### config.mk
export PLATFORM = sky130hd
export DESIGN_NAME = hazard_ctrl_flat
export DESIGN_NICKNAME = d
export VERILOG_FILES = /design/src/rtl/hazard_pkg.sv /design/src/rtl/hazard_ctrl_if.sv /design/src/rtl/hazard_ctrl_checker.sv /design/src/rtl/sat_counter.sv /design/src/rtl/hazard_ctrl.sv /design/src/flat_wrapper.sv
export SDC_FILE = /design/constraint.sdc
export NUM_CORES = 1
export LEC_CHECK = 0
export ABC_AREA = 1
export ABC_CLOCK_PERIOD_IN_PS = 2470
export BUFFER_PORTS_ARGS = -buffer_cell sky130_fd_sc_hd__buf_2
export CORE_MARGIN = 1.5
export CORE_UTILIZATION = 38
export DETAILED_ROUTE_END_ITERATION = 10
export PLACE_DENSITY_LB_ADDON = 0.2
export SLEW_MARGIN = 20
export SYNTH_ARGS = -nofsm -noshare
export SYNTH_HDL_FRONTEND = slang
export SYNTH_SLANG_ARGS = --single-unit
### constraint.sdc
create_clock -name clk -period 2.47 [get_ports clk]
set_input_delay 0.741 -clock clk [delete_from_list [all_inputs] [get_ports clk]]
set_output_delay 0.741 -clock clk [all_outputs]
set_load 0.01 [all_outputs]
### src/rtl/hazard_pkg.sv
// ---------------------------------------------------------------------------
// hazard_pkg
//   Shared types and constants for the pipeline hazard controller.
//   - md_state_t  : mul/div sequencing states
//   - pipe_ctrl_t : stall/flush bundle for the PC, IF/ID, ID/EX, EX/MEM buffers
//   - REG_ZERO    : the hard-wired zero register, which never creates a hazard
//   - ctrl* helpers : canonical stall/flush patterns for each hazard response
// ---------------------------------------------------------------------------
package hazard_pkg;

  typedef enum logic [1:0] {
    IDLE = 2'd0,
    BUSY = 2'd1,
    DONE = 2'd2
  } md_state_t;

  localparam int unsigned REG_ZERO = 0;

  typedef struct packed {
    logic stallPC;
    logic stallIFID;
    logic flushIFID;
    logic stallIDEX;
    logic flushIDEX;
    logic flushEXMEM;
  } pipe_ctrl_t;

  localparam pipe_ctrl_t CTRL_NONE = '{1'b0, 1'b0, 1'b0, 1'b0, 1'b0, 1'b0};

  // Taken branch: squash the two wrong-path instructions behind EX.
  function automatic pipe_ctrl_t ctrlBranch();
    pipe_ctrl_t c;
    c = CTRL_NONE;
    c.flushIFID = 1'b1;
    c.flushIDEX = 1'b1;
    return c;
  endfunction

  // Mul/div in EX: freeze everything upstream, feed bubbles into MEM.
  function automatic pipe_ctrl_t ctrlMdHold();
    pipe_ctrl_t c;
    c = CTRL_NONE;
    c.stallPC    = 1'b1;
    c.stallIFID  = 1'b1;
    c.stallIDEX  = 1'b1;
    c.flushEXMEM = 1'b1;
    return c;
  endfunction

  // Load-use: hold the consumer in ID and insert one bubble into EX.
  function automatic pipe_ctrl_t ctrlLoadUse();
    pipe_ctrl_t c;
    c = CTRL_NONE;
    c.stallPC   = 1'b1;
    c.stallIFID = 1'b1;
    c.flushIDEX = 1'b1;
    return c;
  endfunction

endpackage

### src/rtl/hazard_ctrl_if.sv
// ---------------------------------------------------------------------------
// hazard_ctrl_if
//   Bundle between the pipeline datapath and the hazard controller.
//   master : datapath side (drives ID/EX hazard info, receives controls)
//   slave  : hazard controller side
//   Inputs to controller : idRs, idRt, idUsesRt, exRd, exMemRead,
//                          exBranchTaken, exMdStart
//   Outputs of controller: stallPC, stallIFID, flushIFID, stallIDEX,
//                          flushIDEX, flushEXMEM, mdDone, stallCount
// ---------------------------------------------------------------------------
interface hazard_ctrl_if #(
  parameter int REG_ADDR = 5,
  parameter int CNT_W    = 16
);

  logic [REG_ADDR-1:0] idRs;
  logic [REG_ADDR-1:0] idRt;
  logic                idUsesRt;
  logic [REG_ADDR-1:0] exRd;
  logic                exMemRead;
  logic                exBranchTaken;
  logic                exMdStart;

  logic                stallPC;
  logic                stallIFID;
  logic                flushIFID;
  logic                stallIDEX;
  logic                flushIDEX;
  logic                flushEXMEM;
  logic                mdDone;
  logic [CNT_W-1:0]    stallCount;

  modport master (
    output idRs, idRt, idUsesRt, exRd, exMemRead, exBranchTaken, exMdStart,
    input  stallPC, stallIFID, flushIFID, stallIDEX, flushIDEX, flushEXMEM,
           mdDone, stallCount
  );

  modport slave (
    input  idRs, idRt, idUsesRt, exRd, exMemRead, exBranchTaken, exMdStart,
    output stallPC, stallIFID, flushIFID, stallIDEX, flushIDEX, flushEXMEM,
           mdDone, stallCount
  );

endinterface

### src/rtl/hazard_ctrl_checker.sv
// ---------------------------------------------------------------------------
// hazard_ctrl_checker
//   Protocol and consistency properties for hazard_ctrl.
//   clk, reset    : controller clock and active-low reset
//   state         : mul/div sequencing state
//   exBranchTaken : must not be raised while a mul/div occupies EX
//   exMemRead     : must not be raised while a mul/div occupies EX
//   stall*/flush* : a buffer never sees stall and flush together
// ---------------------------------------------------------------------------
module hazard_ctrl_checker
  import hazard_pkg::*;
(
  input logic      clk,
  input logic      reset,
  input md_state_t state,
  input logic      exBranchTaken,
  input logic      exMemRead,
  input logic      stallIFID,
  input logic      flushIFID,
  input logic      stallIDEX,
  input logic      flushIDEX
);

  // A branch or load cannot be in EX while the mul/div owns it.
  assert property (@(posedge clk) disable iff (!reset)
    (state != IDLE) |-> !(exBranchTaken || exMemRead))
    else $error("hazard_ctrl: branch/load seen in EX while mul/div busy");

  // The stage buffers ignore flush under stall, so never request both.
  assert property (@(posedge clk) disable iff (!reset)
    !(stallIFID && flushIFID) && !(stallIDEX && flushIDEX))
    else $error("hazard_ctrl: stall and flush raised on one buffer");

endmodule

### src/rtl/sat_counter.sv
// ---------------------------------------------------------------------------
// sat_counter
//   Enable-driven up-counter that sticks at its all-ones maximum.
//   clk   : clock, rising edge
//   reset : asynchronous active-low clear
//   en    : count this cycle
//   count : current value
// ---------------------------------------------------------------------------
module sat_counter #(
  parameter int CNT_W = 16
) (
  input  logic             clk,
  input  logic             reset,
  input  logic             en,
  output logic [CNT_W-1:0] count
);

  localparam logic [CNT_W-1:0] CNT_MAX = {CNT_W{1'b1}};

  // Counter register: increments when enabled, holds once saturated.
  always_ff @(posedge clk or negedge reset) begin
    if (!reset) begin
      count <= {CNT_W{1'b0}};
    end else if (en && (count != CNT_MAX)) begin
      count <= count + CNT_W'(1);
    end else begin
      count <= count;
    end
  end

endmodule

### src/rtl/hazard_ctrl.sv
// ---------------------------------------------------------------------------
// hazard_ctrl
//   Stall/flush generator for the 5-stage core's stage buffers.
//   - load-use in ID vs load in EX -> one bubble per cycle it persists
//   - taken branch/jump in EX      -> squash IF/ID and ID/EX
//   - mul/div in EX                -> hold upstream for MD_LAT-1 cycles,
//                                     then a one-cycle mdDone
//   - saturating count of cycles with stallPC high
//   Ports:
//     clk   : clock, rising edge
//     reset : asynchronous active-low reset; forces all outputs low at once
//     hz    : hazard_ctrl_if.slave (hazard inputs, stall/flush outputs,
//             mdDone, stallCount)
// ---------------------------------------------------------------------------
module hazard_ctrl
  import hazard_pkg::*;
#(
  parameter int REG_ADDR = 5,
  parameter int MD_LAT   = 4,
  parameter int CNT_W    = 16
) (
  input logic          clk,
  input logic          reset,
  hazard_ctrl_if.slave hz
);

  localparam int CW = $clog2(MD_LAT);

  md_state_t  state;
  md_state_t  stateNext;
  logic [CW-1:0] cnt;
  logic [CW-1:0] cntNext;
  logic       loadUse;
  pipe_ctrl_t ctrl;
  logic       mdDoneC;

  // Load in EX feeding a source register of the instruction in ID.
  always_comb begin
    loadUse = 1'b0;
    if (hz.exMemRead && (hz.exRd != REG_ADDR'(REG_ZERO))) begin
      loadUse = (hz.exRd == hz.idRs) || (hz.idUsesRt && (hz.exRd == hz.idRt));
    end else begin
      loadUse = 1'b0;
    end
  end

  // FSM state register and mul/div occupancy down-counter.
  always_ff @(posedge clk or negedge reset) begin
    if (!reset) begin
      state <= IDLE;
      cnt   <= {CW{1'b0}};
    end else begin
      state <= stateNext;
      cnt   <= cntNext;
    end
  end

  // FSM next state: the start cycle plus MD_LAT-3 counted cycles plus the
  // cnt==0 cycle give MD_LAT-1 stalled cycles before DONE.
  always_comb begin
    stateNext = state;
    cntNext   = cnt;
    case (state)
      IDLE: begin
        // A taken branch wins: the mul/div start is not launched.
        if (!hz.exBranchTaken && hz.exMdStart) begin
          stateNext = BUSY;
          cntNext   = CW'(MD_LAT - 3);
        end else begin
          stateNext = IDLE;
          cntNext   = cnt;
        end
      end
      BUSY: begin
        if (cnt == {CW{1'b0}}) begin
          stateNext = DONE;
          cntNext   = cnt;
        end else begin
          stateNext = BUSY;
          cntNext   = cnt - CW'(1);
        end
      end
      DONE: begin
        // exMdStart is still the finishing instruction here; ignore it.
        stateNext = IDLE;
        cntNext   = cnt;
      end
      default: begin
        stateNext = IDLE;
        cntNext   = {CW{1'b0}};
      end
    endcase
  end

  // FSM outputs: combinational so the buffers react in the same cycle;
  // reset gating makes them drop without waiting for a clock.
  always_comb begin
    ctrl    = CTRL_NONE;
    mdDoneC = 1'b0;
    if (!reset) begin
      ctrl    = CTRL_NONE;
      mdDoneC = 1'b0;
    end else begin
      case (state)
        IDLE: begin
          if (hz.exBranchTaken) begin
            ctrl = ctrlBranch();
          end else if (hz.exMdStart) begin
            ctrl = ctrlMdHold();
          end else if (loadUse) begin
            ctrl = ctrlLoadUse();
          end else begin
            ctrl = CTRL_NONE;
          end
        end
        BUSY: begin
          // The full hold already covers any load-use or branch behind it.
          ctrl = ctrlMdHold();
        end
        DONE: begin
          mdDoneC = 1'b1;
        end
        default: begin
          ctrl    = CTRL_NONE;
          mdDoneC = 1'b0;
        end
      endcase
    end
  end

  assign hz.stallPC    = ctrl.stallPC;
  assign hz.stallIFID  = ctrl.stallIFID;
  assign hz.flushIFID  = ctrl.flushIFID;
  assign hz.stallIDEX  = ctrl.stallIDEX;
  assign hz.flushIDEX  = ctrl.flushIDEX;
  assign hz.flushEXMEM = ctrl.flushEXMEM;
  assign hz.mdDone     = mdDoneC;

  sat_counter #(
    .CNT_W (CNT_W)
  ) u_stallCnt (
    .clk   (clk),
    .reset (reset),
    .en    (ctrl.stallPC),
    .count (hz.stallCount)
  );

  hazard_ctrl_checker u_chk (
    .clk           (clk),
    .reset         (reset),
    .state         (state),
    .exBranchTaken (hz.exBranchTaken),
    .exMemRead     (hz.exMemRead),
    .stallIFID     (ctrl.stallIFID),
    .flushIFID     (ctrl.flushIFID),
    .stallIDEX     (ctrl.stallIDEX),
    .flushIDEX     (ctrl.flushIDEX)
  );

endmodule

### src/flat_wrapper.sv
// flat-port wrapper written by rule: the top's interface ports become plain ports
module hazard_ctrl_flat import hazard_pkg::*;
#(
  parameter int REG_ADDR = 5,
  parameter int MD_LAT   = 4,
  parameter int CNT_W    = 16
)
  (clk, reset, hz_idRs, hz_idRt, hz_idUsesRt, hz_exRd, hz_exMemRead, hz_exBranchTaken, hz_exMdStart, hz_stallPC, hz_stallIFID, hz_flushIFID, hz_stallIDEX, hz_flushIDEX, hz_flushEXMEM, hz_mdDone, hz_stallCount);
  hazard_ctrl_if #(.REG_ADDR(REG_ADDR), .CNT_W(CNT_W)) hz_i ();
  input logic clk;
  input logic reset;
  input wire logic [$bits(hz_i.idRs)-1:0] hz_idRs;
  input wire logic [$bits(hz_i.idRt)-1:0] hz_idRt;
  input wire logic [$bits(hz_i.idUsesRt)-1:0] hz_idUsesRt;
  input wire logic [$bits(hz_i.exRd)-1:0] hz_exRd;
  input wire logic [$bits(hz_i.exMemRead)-1:0] hz_exMemRead;
  input wire logic [$bits(hz_i.exBranchTaken)-1:0] hz_exBranchTaken;
  input wire logic [$bits(hz_i.exMdStart)-1:0] hz_exMdStart;
  output wire logic [$bits(hz_i.stallPC)-1:0] hz_stallPC;
  output wire logic [$bits(hz_i.stallIFID)-1:0] hz_stallIFID;
  output wire logic [$bits(hz_i.flushIFID)-1:0] hz_flushIFID;
  output wire logic [$bits(hz_i.stallIDEX)-1:0] hz_stallIDEX;
  output wire logic [$bits(hz_i.flushIDEX)-1:0] hz_flushIDEX;
  output wire logic [$bits(hz_i.flushEXMEM)-1:0] hz_flushEXMEM;
  output wire logic [$bits(hz_i.mdDone)-1:0] hz_mdDone;
  output wire logic [$bits(hz_i.stallCount)-1:0] hz_stallCount;
  assign hz_i.idRs = hz_idRs;
  assign hz_i.idRt = hz_idRt;
  assign hz_i.idUsesRt = hz_idUsesRt;
  assign hz_i.exRd = hz_exRd;
  assign hz_i.exMemRead = hz_exMemRead;
  assign hz_i.exBranchTaken = hz_exBranchTaken;
  assign hz_i.exMdStart = hz_exMdStart;
  assign hz_stallPC = hz_i.stallPC;
  assign hz_stallIFID = hz_i.stallIFID;
  assign hz_flushIFID = hz_i.flushIFID;
  assign hz_stallIDEX = hz_i.stallIDEX;
  assign hz_flushIDEX = hz_i.flushIDEX;
  assign hz_flushEXMEM = hz_i.flushEXMEM;
  assign hz_mdDone = hz_i.mdDone;
  assign hz_stallCount = hz_i.stallCount;
  hazard_ctrl #(.REG_ADDR(REG_ADDR), .MD_LAT(MD_LAT), .CNT_W(CNT_W)) u_core (.clk(clk), .reset(reset), .hz(hz_i));
endmodule
==> flow_summary.ini <==
[drt]
firstDrtPassIters = 4
detail-route-antenna-nets = 0
drt_wl_total_um = 3070
vias = 1375
drc_errors = 0
wl_per_cell_um = 10.1
routed_via_density = 4.54
drtIter0Drc = 53

[setup_path]
startpoint_type = input pin
cp-end-kind = primary output
arrival_ps = 1630
required_ps = 1730
cp_max_fo = 4
worstSetupPathType = input pin to primary output

[synthesis]
synthesis.area_um2 = 1440
ys_seq_area_frac = 0.348
ys_warn_count = 0
synth_cells = 212
avgSynthCellArea_um2 = 6.79
ys_types = 24
ys_seq_elements = 20
synthesis.nets = 235

[sta]
setup_violations = 0
layout_worst_path_cycle_share = 0.958
final_max_slew_viol_count = 0
slew_headroom = 0.749
fin_skew_ps = 4.45
fin_ws_ps = 104
rsz0062_at_grt = no
period_minus_slack_ps = 2370
final.setup.tns_ps = 0
fmax_mhz = 423
final-hold-violation-count = 0
worst_pin_slew_ps = 373

[grt]
met2_usage = 0.263
grt.met1_usage = 0.219
grt_max_degree = 21
grt-busiest-layer = met2
grt_pass1_vias = 1218
grt_pass1_wl_um = 5350
grt-ovfl-total = 0
use_met3 = 0.0330
globalRouteTotalUtil = 0.160
antenna_found_initial = 0

[layout]
final_common_cell = nand2_1
antenna_cells = 0
final_cells = 303
ff_latch_area_um2 = 500
final_nets = 279
layout-drive-gt1-share = 0.239
fillers = 382
areaGrowthSynthToFinish_pct = 22.8
multi_input_area_um2 = 808
layout_common_cells = nand2_1, buf_2, inv_1, nand3_1, dfrtp_1

[clock_network]
postCtsHoldBufs = 0
htree_levels = 1
cts_buffers = 3
cts_root_buf = clkbuf_8
cts_setup_buffers = 0
cts.clk_slew.worst_paths_ps = 70
cts_tree = done
insertion_delay_ps = 260
cts_sinks = 20
clockBufferDepth = 2

[run_status]
status = finished, final reports clean

[floorplan]
die-area_um2 = 4170
core_um2 = 3660
die_h_um = 64.6
num_rows = 22
ios = 44
start_util = 0.393
chipWidth_um = 64.6

[place]
gp_congestion = 0.814
post-place-ws_ps = 88.1
portBuffers = 43
dp.cells = 299
dpl.hpwl_um = 2390

[hold_path]
min_path_type = input pin to async pin

[power_and_ir_drop]
p_leak_nw = 1.03
ir_drop_mv = 0.448
p_per_area_nw_per_um2 = 717

[run]
drv_cap = 0
==> cells in the mapped netlist <==
master	count	share of area
nand2_1	76	0.20
nor2_4	1	0.0078
o22ai_1	1	0.0043
a21oi_1	2	0.0070
nand4_1	5	0.022
nor2_1	18	0.047
o21ai_0	2	0.0070
buf_2	2	0.0070
inv_1	24	0.063
buf_4	3	0.016
buf_6	1	0.0078
a31o_2	1	0.0061
ha_1	2	0.017
nor3_1	4	0.014
nor4_1	2	0.0087
nand2_2	1	0.0043
o31ai_1	1	0.0052
xor2_1	8	0.049
nand2_4	3	0.023
dfrtp_1	20	0.35
nand3_1	25	0.087
inv_2	2	0.0052
xnor2_1	7	0.043
nor2_2	1	0.0043
==> area by class of cell <==
cell class,instances,share of cell area
sequential,20,0.283
clock inverter,1,0.0170
inverter,26,0.0552
tap,48,0.0340
multi-input combinational,160,0.457
timing repair buffer,45,0.130
clock buffer,3,0.0234
==> logic make-up (layout without fill, tap and decap cells) <==
logic type / count (synthesis) / in the layout / share of synthesized area
xor+xnor: 15 / 15 / 0.0912
flops: 20 / 20 / 0.348
simple gates: 136 / 136 / 0.416
buf+inv: 32 / 75 / 0.0982
compound gates: 7 / 7 / 0.0295
fa+ha+maj: 2 / 2 / 0.0174
==> worst max-delay path, stage by stage <==
cell     delay [ps]
buf_2           100
inv_1            90
nand4_1         100
o21ai_0         150
inv_1            80
a31o_2          230
buf_2           130
==> per-layer routing <==
metal / wire length [um] / vias to the layer above / share of wire
li1: - / 750 / -
met1: 1640 / 603 / 0.53
met2: 1310 / 20 / 0.43
met3: 100 / 2 / 0.033
met4: 21 / 0 / 0.0068
met5: 0 / - / 0
==> flip-flops by register name (all words and copies together), names as in the netlist <==
| register | flops |
|---|---|
| u_core.cnt | 2 |
| u_core.state | 2 |
| u_core.u_stallCnt.count | 16 |
==> metrics by stage <==
stage | cell area [um2] | power, mW | hold WS (ps) | utilization
2_1_floorplan | 1440 | 0.820 | 445 | -
3_3_place_gp | 1690 | 0.950 | 467 | 0.461
3_5_place_dp | 1690 | 0.955 | 474 | 0.461
4_1_cts | 1760 | 1.28 | 496 | 0.481
5_1_grt | 1770 | 1.36 | 516 | 0.483
6_report | 1770 | 1.27 | 482 | 0.483
==> repair_timing <==
action | 4_1_cts | 5_1_grt
hold endpoints to repair | 0 | 0
gates resized for setup | 0 | 2
setup endpoints to repair | 0 | 2
==> power breakdown <==
| group | switching, mW | leakage (nW) | internal, mW |
|---|---|---|---|
| registers | 0.0934 | 0.269 | 0.395 |
| clock network | 0.109 | 0.0357 | 0.216 |
| logic | 0.273 | 0.723 | 0.181 |
==> path summary, 6_finish.rpt <==
path	cells after the start	to	slack, ps	start
max	7	hz_flushIDEX	100	hz_exRd[2]
max reg2reg	9	u_core.u_stallCnt.count[10]	770	u_core.u_stallCnt.count[0]
max in group asynchronous	2	u_core.u_stallCnt.count[2]	1780	reset
min reg2reg	2	u_core.cnt[1]	490	u_core.cnt[1]
min in group clk	2	u_core.cnt[1]	490	u_core.cnt[1]
min	2	u_core.u_stallCnt.count[9]	480	reset
Power figures use the tool's default switching activity.
